===== src/rtl/cpu_sequencer.sv =====
// Run-control and 8-phase timing sequencer for the 8-bit accumulator CPU.
// Strobes are decoded from the registered run state, the phase and the IR opcode.
module cpu_sequencer #(
    parameter bit AUTO_RUN    = 1'b0,
    parameter bit STOP_ON_HLT = 1'b1
) (
    input  logic       clk,
    input  logic       rst,
    input  logic [2:0] opcode,
    input  logic       isZero,
    input  logic       start,
    input  logic       stop,
    input  logic       step,
    output logic       sel,
    output logic       rd,
    output logic       wr,
    output logic       ld_ir,
    output logic       ld_ac,
    output logic       inc_pc,
    output logic       ld_pc,
    output logic       data_e,
    output logic       halt,
    output logic [2:0] phase,
    output logic       busy,
    output logic       instr_done
);

    typedef enum logic [1:0] {HALTED, RUN, STEP} run_state_t;

    localparam logic [2:0] OP_HLT = 3'd0;
    localparam logic [2:0] OP_SKZ = 3'd1;
    localparam logic [2:0] OP_ADD = 3'd2;
    localparam logic [2:0] OP_AND = 3'd3;
    localparam logic [2:0] OP_XOR = 3'd4;
    localparam logic [2:0] OP_LDA = 3'd5;
    localparam logic [2:0] OP_STO = 3'd6;
    localparam logic [2:0] OP_JMP = 3'd7;

    run_state_t state, state_next;
    logic [2:0] phase_q, phase_next;
    logic       aluop;
    logic       hlt_stop;
    logic       running;

    always_ff @(posedge clk) begin
        if (rst) begin
            state   <= AUTO_RUN ? RUN : HALTED;
            phase_q <= 3'd0;
        end else begin
            state   <= state_next;
            phase_q <= phase_next;
        end
    end

    // Run-control moves only at instruction boundaries; an executing HLT cuts the cycle short.
    always_comb begin
        state_next = state;
        phase_next = phase_q;
        sel        = 1'b0;
        rd         = 1'b0;
        wr         = 1'b0;
        ld_ir      = 1'b0;
        ld_ac      = 1'b0;
        inc_pc     = 1'b0;
        ld_pc      = 1'b0;
        data_e     = 1'b0;
        halt       = 1'b0;
        instr_done = 1'b0;
        phase      = 3'd0;
        busy       = 1'b0;
        aluop      = (opcode == OP_ADD) || (opcode == OP_AND) ||
                     (opcode == OP_XOR) || (opcode == OP_LDA);
        hlt_stop   = STOP_ON_HLT && (opcode == OP_HLT);
        running    = (state != HALTED);

        if (!running) begin
            phase_next = 3'd0;
            if (!stop) begin
                if (step) begin
                    state_next = STEP;
                end else if (start) begin
                    state_next = RUN;
                end
            end
        end else if ((phase_q == 3'd4) && hlt_stop) begin
            state_next = HALTED;
            phase_next = 3'd0;
        end else if (phase_q == 3'd7) begin
            phase_next = 3'd0;
            if ((state == STEP) || stop) begin
                state_next = HALTED;
            end
        end else begin
            phase_next = phase_q + 3'd1;
        end

        // Outputs read as zero throughout a reset cycle so nothing half-done reaches memory.
        if (!rst && running) begin
            busy  = 1'b1;
            phase = phase_q;
            case (phase_q)
                3'd0: sel = 1'b1;
                3'd1: begin
                    sel = 1'b1;
                    rd  = 1'b1;
                end
                3'd2, 3'd3: begin
                    sel   = 1'b1;
                    rd    = 1'b1;
                    ld_ir = 1'b1;
                end
                3'd4: begin
                    inc_pc = 1'b1;
                    halt   = hlt_stop;
                end
                3'd5: rd = aluop;
                3'd6: begin
                    rd     = aluop;
                    inc_pc = (opcode == OP_SKZ) && isZero;
                    ld_pc  = (opcode == OP_JMP);
                    data_e = (opcode == OP_STO);
                end
                3'd7: begin
                    rd         = aluop;
                    ld_ac      = aluop;
                    ld_pc      = (opcode == OP_JMP);
                    wr         = (opcode == OP_STO);
                    data_e     = (opcode == OP_STO);
                    instr_done = 1'b1;
                end
                default: ;
            endcase
        end
    end

endmodule

===== config.mk =====
export PLATFORM = sky130hd
export DESIGN_NAME = cpu_sequencer
export DESIGN_NICKNAME = d
export VERILOG_FILES = /design/src/rtl/cpu_sequencer.sv
export SDC_FILE = /design/constraint.sdc
export NUM_CORES = 1
export LEC_CHECK = 0
export ABC_AREA = 1
export CORE_AREA = 4 4 41 43
export DETAILED_ROUTE_END_ITERATION = 10
export DIE_AREA = 0 0 45 47
export PLACE_DENSITY = 0.74
export SYNTH_ARGS = -nofsm -noshare
export SYNTH_HDL_FRONTEND = slang
export SYNTH_SLANG_ARGS = --single-unit

===== constraint.sdc =====
create_clock -name clk -period 2.1 [get_ports clk]
set_input_delay 0.525 -clock clk [delete_from_list [all_inputs] [get_ports clk]]
set_output_delay 0.525 -clock clk [all_outputs]
set_load 0.01 [all_outputs]

# Word-level counts from Yosys, hierarchy flattened
# Cells that the tools add are included.
[totals]
in_bits = 9
register_bits = 5
out_inout_bits = 14
elab_cells = 70
[op_classes]
n_mux = 29
n_bitwise = 1
n_addsub = 1
n_reduce_logical = 19
n_eq_ne = 18
[op_table]
columns = ["cell", "count"]
rows = [
  ["$eq 3x3->1 const B", 8],
  ["$mux 1", 19],
  ["$mux 2", 7],
  ["$eq 3x2->1 const B", 4],
  ["$reduce_or 4->1", 2],
  ["$eq 3x1->1 const B", 2],
  ["$logic_not 3->1", 2],
  ["$ne 3x1->1 const B", 2],
  ["$reduce_or 3->1", 2],
  ["$logic_or 1x1->1", 4],
  ["$pmux 1 s2", 2],
  ["$reduce_and 4->1", 1],
  ["$reduce_or 2->1", 2],
  ["$add 3x1->3 const B", 1],
  ["$logic_and 1x1->1", 3],
  ["$mux 3", 1],
  ["$reduce_bool 3->1", 1],
  ["$eq 2x2->1 const B", 1],
  ["$ne 2x1->1 const B", 1],
  ["$reduce_bool 2->1", 1],
  ["$logic_not 1->1", 1],
  ["$not 1->1", 1],
]

# Logic depth before layout (Yosys ltp)
[depth]
ltp_word = 6
mapped_depth = 10
mapped_depth_nobuf = 10

# Worst setup path before layout
# No wires, ideal clock.
[synth_path]
path_type = "register to output"
startpoint = "register phase_q[0]"
endpoint = "output port ld_pc"
setup_slack_ps = 269
arrival_time_ps = 1306
stages_incl_launch_ff = 7
n_path_buf = 0
t_required_ps = 1575
cell_sequence = "dfxtp_1 > ha_1 > ha_1 > inv_1 > nand2_1 > inv_1 > nor4_1"
[synth_via]
elab_chain_cells = 4
elab_cells_between_ends = 5
cone_classes = "eq/ne: 2; mux: 2; reduce/logical: 1"
[synth_lines]
columns = ["item", "line", "text"]
rows = [
  ["from (decl)", "40", "logic [2:0] phase_q, phase_next;"],
  ["from (signal assigned)", "51", "phase_q <= phase_next;"],
  ["$eq 3x3->1", "101", "case (phase_q)"],
  ["$reduce_or 2->1 (no source line) (*)", "n/a", ""],
  ["$mux 1 (*)", "n/a", ""],
  ["$mux 1 (*)", "98", "if (!rst && running) begin"],
  ["to (decl)", "20", "output logic ld_pc,"],
]
# Every way passes the cells marked *; elsewhere a longest branch is shown, timed or not.

# Worst setup path in the final report
[layout_path]
startpoint = "input port rst"
endpoint = "output port ld_ac"
[layout_via]
elab_chain_cells = 3
[layout_lines]
columns = ["item", "line", "text"]
rows = [
  ["from (decl)", "8", "input logic rst,"],
  ["$logic_not 1->1", "98", ""],
  ["$logic_and 1x1->1", "98", ""],
  ["$mux 1", "98", ""],
  ["to (decl)", "18", "output logic ld_ac,"],
]
# No other way between the ends.

==> flow_summary.json <==
{
  "dpl.hpwl_mm": 1.122,
  "dp_slack_ns": -0.4801,
  "routed_wirelength_mm": 1.547,
  "dieArea_um2": 2115,
  "synth-seq-area-share_pct": 19.32,
  "place_congestion": 0.7812,
  "grt_max_degree": 13,
  "startpoint_type": "input port",
  "worst-setup-path-type": "in2out",
  "h-tree-depth": 1,
  "min_path_type": "reg2reg",
  "drc": 0,
  "internal-power_mw": 0.3776,
  "first_pass_iters": 4,
  "core_area_um2": 1301,
  "cts-root-buf": "clkbuf_4",
  "seqCellArea_um2": 105.1,
  "syn_nets": 97,
  "worstMarginPinSlew_ns": 0.2801,
  "fin_ws_ns": 0.03019,
  "synth_cell_type_count": 18,
  "n_antenna_cell": 0,
  "drive_above_1_share_pct": 49.19,
  "fmax_mhz": 483.1,
  "syn_to_final_growth_pct": 84.54,
  "power_frac_seq_pct": 23.0,
  "min_period_ns": 2.070,
  "fin_tns_setup_ns": 0,
  "clkPwrFrac_pct": 15.8,
  "yosysWarningCount": 0,
  "clk_pin_slew_worst_paths_ns": 0.04,
  "vias": 643,
  "numCtsBuffers": 3,
  "cts_sinks": 5,
  "comb_power_share_pct": 61.2,
  "power.density_nw_per_um2": 703.5,
  "insertion_delay_ns": 0.23,
  "drtIter0Drc": 9,
  "port_buffers": 22,
  "antenna_found_initial": 0,
  "slew_violations": 0,
  "endpoint_kind": "output pin",
  "initial_core_util_pct": 39.81,
  "leakagePower_nw": 0.4667,
  "die_x_um": 45,
  "ir_drop_uv": 722.3,
  "gr-usage-all-layers_pct": 15.59,
  "cap_violations": 0,
  "fillers": 113,
  "ys_ff_latch": 5,
  "p_sw_mw": 0.2950,
  "placementRows": 13,
  "finalSetupViolCount": 0,
  "io_pins": 23,
  "multi_input_area_um2": 435.4,
  "required_ns": 1.57,
  "hold_viol_final": 0,
  "grt_pass1_wl_mm": 2.387,
  "ctsLongestPathBuffers": 2,
  "synth_area_um2": 518.0,
  "final.period_utilization_pct": 98.56,
  "relSlewSlack_pct": 81.16,
  "rsz0062_at_grt": "yes",
  "synthCells": 81,
  "vias_per_cell": 4.626,
  "wl_per_cell_um": 11.13,
  "fin_skew_ns": 0.004288,
  "nets": 141,
  "syn_area_per_cell_um2": 6.395,
  "grt_pass1_vias": 615,
  "status": "completed",
  "arrival_ns": 1.54,
  "power.switching_fraction_pct": 43.86,
  "overflow": 0,
  "crit_fanout": 12,
  "chipHeight_um": 47,
  "postRouteAntennaNets": 0,
  "cts_tree": "built"
}
==> Yosys cell counts, drive strengths merged <==
cell,instances,area [µm²]
a21oi,6,30.03
buf,1,11.26
dfxtp,5,100.1
ha,7,87.58
inv,13,48.79
nand2,17,66.32
nand3,2,10.01
nand4,1,6.260
nor2,20,95.09
nor3,4,20.02
nor4,2,12.51
o21ai,3,30.03
==> metrics by stage <==
stage / hold WS [ns] / instance area (µm²) / power (mW) / std cells / util (%)
2_1_floorplan: 0.4332 / 518.0 / 0.3939 / 81 / -
3_3_place_gp: 0.5390 / 873.3 / 0.5250 / 134 / 67.12
3_5_place_dp: 0.5394 / 873.3 / 0.5341 / 134 / 67.12
4_1_cts: 0.5093 / 889.6 / 0.6453 / 138 / 68.37
5_1_grt: 0.5746 / 955.9 / 0.7374 / 139 / 73.46
6_report: 0.5434 / 955.9 / 0.6725 / 139 / 73.46
==> metal layers <==
layer | vias to the layer above | track usage (%) | part of all wire (%)
met1 | 284 | 15.98 | 42
li1 | 341 | - | -
met3 | 4 | 2.299 | 3.0
met2 | 14 | 29.94 | 54
met4 | 0 | 8.772 | 1.4
met5 | - | 0 | 0
==> logic make-up after synthesis <==
logic type	share of synthesized area, %
flops	19.32
simple gates	40.58
compound gates	11.59
buf+inv	11.59
fa+ha+maj	16.91
==> final cells by class <==
type | count | area share [%]
clock buffers | 4 | 2.749
repair buffers | 40 | 33.38
multi-input cells | 62 | 45.55
well taps | 15 | 1.963
flip-flops and latches | 5 | 10.99
inverters | 13 | 5.366
==> worst max-delay path, stage by stage <==
cell and delay [ns]:
dlygate4sd2_1 0.27, nor2_4 0.12, inv_2 0.12, nor4_1 0.23, clkdlybuf4s15_2 0.27
==> what timing repair did <==
action,CTS,global route
hold buffers,0,0
buffers inserted,0,1
setup endpoints to repair,14,10
pin swaps,1,9
resized for setup,51,21
==> worst paths after layout <==
check             cells after the start       start         end  slack [ns]
hold / removal                        2  phase_q[0]  phase_q[0]        0.54
setup reg to reg                     12  phase_q[0]    state[0]        0.48
hold reg to reg                       2  phase_q[0]  phase_q[0]        0.54
setup / recovery                      5         rst       ld_ac        0.03
==> power by group through the flow <==
stage                     clock (mW)  combinational, mW  sequential [mW]
final                          0.107              0.411            0.155
after global routing           0.116              0.462            0.159
after CTS                      0.113              0.387            0.146
after detailed placement           0              0.388            0.146
after global placement             0              0.379            0.146
after floorplan                    0              0.249            0.145
==> cell usage in the layout (no fill, tap or decap), drive strengths merged <==
master	n
nand4	1
clkdlybuf4s50	4
nand3	2
nor3	4
buf	24
clkbuf	5
nand2	17
inv	13
nor2	20
a21oi	6
nor4	2
dfxtp	5
ha	7
dlymetal6s2s	1
clkdlybuf4s15	2
o21ai	3
dlygate4sd2	8
==> flip-flops by register name (all words and copies together), names as in the netlist <==
register  flops
phase_q       3
state         2
(Power assumes the default switching activity.)
==> edit: new RTL, config.mk and constraints unchanged <==
Re-encode `run_state_t` (3 states) as one-hot, 3 bits wide.
--- a/src/rtl/cpu_sequencer.sv
+++ b/src/rtl/cpu_sequencer.sv
@@ -27,3 +27,3 @@
 
-    typedef enum logic [1:0] {HALTED, RUN, STEP} run_state_t;
+    typedef enum logic [2:0] {HALTED = 3'b001, RUN = 3'b010, STEP = 3'b100} run_state_t;
 
Check against the original RTL: no difference found for any inputs over 10 cycles, from zero or initial values and one cycle with rst high; not proved beyond that.
==> edit against the unedited design <==
  * Power grew 35%
  * Final cell count decreased by 2.2%
  * Final area decreased by 7.5%
  * Setup slack improved by 0.021 ns
  * Wire length increased by 0.32%
  * Sequential cell count is 1 higher
  * Die area unchanged
  * Area after synthesis up 2.9%
  * Sequential share of layout area rose by 2.6 points
  * Largest cell class unchanged
  * Largest power group unchanged
==> edit: results (changes against the unedited design) <==
outcome completed (unchanged); met1 Track Usage GR 14.8% (was 16.0%); Clock Skew 0.00217 ns (was 0.00429 ns); synth warn 0 (unchanged); Worst Path Arrival 1.52 ns (was 1.54 ns); met1 WL 596 µm (was 643 µm); Syn Inst Count 81 (unchanged); largest net degree at the start of global routing 10 (was 13); Layout Nets 137 (was 141); post-place setup slack -0.521 ns (was -0.480 ns); predominant post-synthesis flop cell dfxtp_1 (unchanged); sequential share of the synthesized area 22.5% (was 19.3%); worst skew pair latency 0.25 ns (was 0.23 ns); static leakage 0.463 nW (was 0.467 nW); Avg Vias per Cell 4.97 (was 4.63); Synth top cells by count 18 x nor2_1, 11 x inv_1, 10 x nand2_1, 6 x dfxtp_1, 5 x ha_1 (was 16 x nand2_1, 16 x nor2_1, 12 x inv_1, 7 x ha_1, 6 x a21oi_1); DR WL met2 847 µm (was 835 µm); WL final 1550 µm (about the same); met2 Use GR 30.5% (was 29.9%); met3 Usage GRT 3.45% (was 2.30%); H-tree Lvls 1 (unchanged); largest stage delay on the critical path 0.27 ns (about the same); syn nets 95 (was 97); met3 wire length 90 µm (was 46 µm); Max transition margin 87.0% (was 81.2%); first-pass GRT wire length 2440 µm (was 2390 µm); Area contributors post-synth dfxtp_1 23%, nor2_1 13%, ha_1 12%, inv_1 7.7%, nand2_1 7.0% (was dfxtp_1 19%, ha_1 17%, nand2_1 12%, nor2_1 12%, inv_1 8.7%); cell count after placement 130 (was 134); internal power 0.000486 W (was 0.000378 W); Post-DP HPWL 1150 µm (was 1120 µm); crit-path max FO 3 (was 12); vias in the first global route 658 (was 615); Netlist cell types 21 (was 18); DR WL/cell 11.4 µm (was 11.1 µm); Post-Place Cell Area 858 µm² (was 873 µm²); GPL Wtd Cong 0.821 (was 0.781); Pre-Repair DR Iteration Count 4 (unchanged); initial drt markers 10 (was 9); CP max-delay cell dlygate4sd2_1 (unchanged); Top Registers phase_q: 3 flops, state: 3 flops (was phase_q: 3 flops, state: 2 flops); Max IR drop VDD 0.000540 V (was 0.000722 V); share of cells above drive strength 1 41.3% (was 49.2%)
## edit: cell count changes after synthesis, sizes merged, moves of 2 or more
cell,change
a21oi,-4
nand2,-3
nand4,+3
ha,-2
nand3,+2
nor2,+2
nor3,-2
## edit: power groups by stage
stage	clock network [W]	registers [W]	logic, W
2_1_floorplan	0	0.000182	0.000368
3_3_place_gp	0	0.000176	0.000571
3_5_place_dp	0	0.000177	0.000584
4_1_cts	0.000109	0.000175	0.000599
5_1_grt	0.000117	0.000180	0.000686
6_report	0.000109	0.000175	0.000624
## edit: worst paths after layout
kind	start	slack (ns)	depth (start not counted)	end
max	opcode[2]	0.05	7	rd
min	state[1]	0.51	2	state[1]
max reg2reg	phase_q[1]	0.54	11	state[0]
min reg2reg	state[1]	0.51	2	state[1]
## edit: worst min-delay path: stages, from the launching register on
cell and delay [ns]:
dfxtp_1 0.32, nor2_1 0.10, nor2_1 0.05
## edit: area by class of cell
cell class                      count  area, µm²
Fill cell                         109        417
Multi-Input combinational cell     63        400
Timing Repair Buffer               37        278
Sequential cell                     6        120
Inverter                           12       45.0
Clock buffer                        3       22.5
Tap cell                           15       18.8
## edit: what timing repair did
| action | CTS | global route |
|---|---|---|
| gates cloned | 0 | 1 |
| resized for setup | 53 | 14 |
| endpoints found under the setup margin | 14 | 8 |
| pin swaps | 1 | 1 |
| hold buffers | 0 | 0 |
| endpoints found under the hold margin | 0 | 0 |
| buffers inserted | 1 | 1 |
## edit: cells by family (layout without fill, tap and decap cells)
| group | count (synthesis) | count (layout) | share of synthesized area, % |
|---|---|---|---|
| AND/OR/NAND/NOR | 49 | 50 | 46.2 |
| AO/OA/AOI/OAI | 8 | 8 | 8.92 |
| buffers and inverters | 13 | 52 | 10.6 |
| flip-flops | 6 | 6 | 22.5 |
| adder cells (fa/ha/maj) | 5 | 5 | 11.7 |
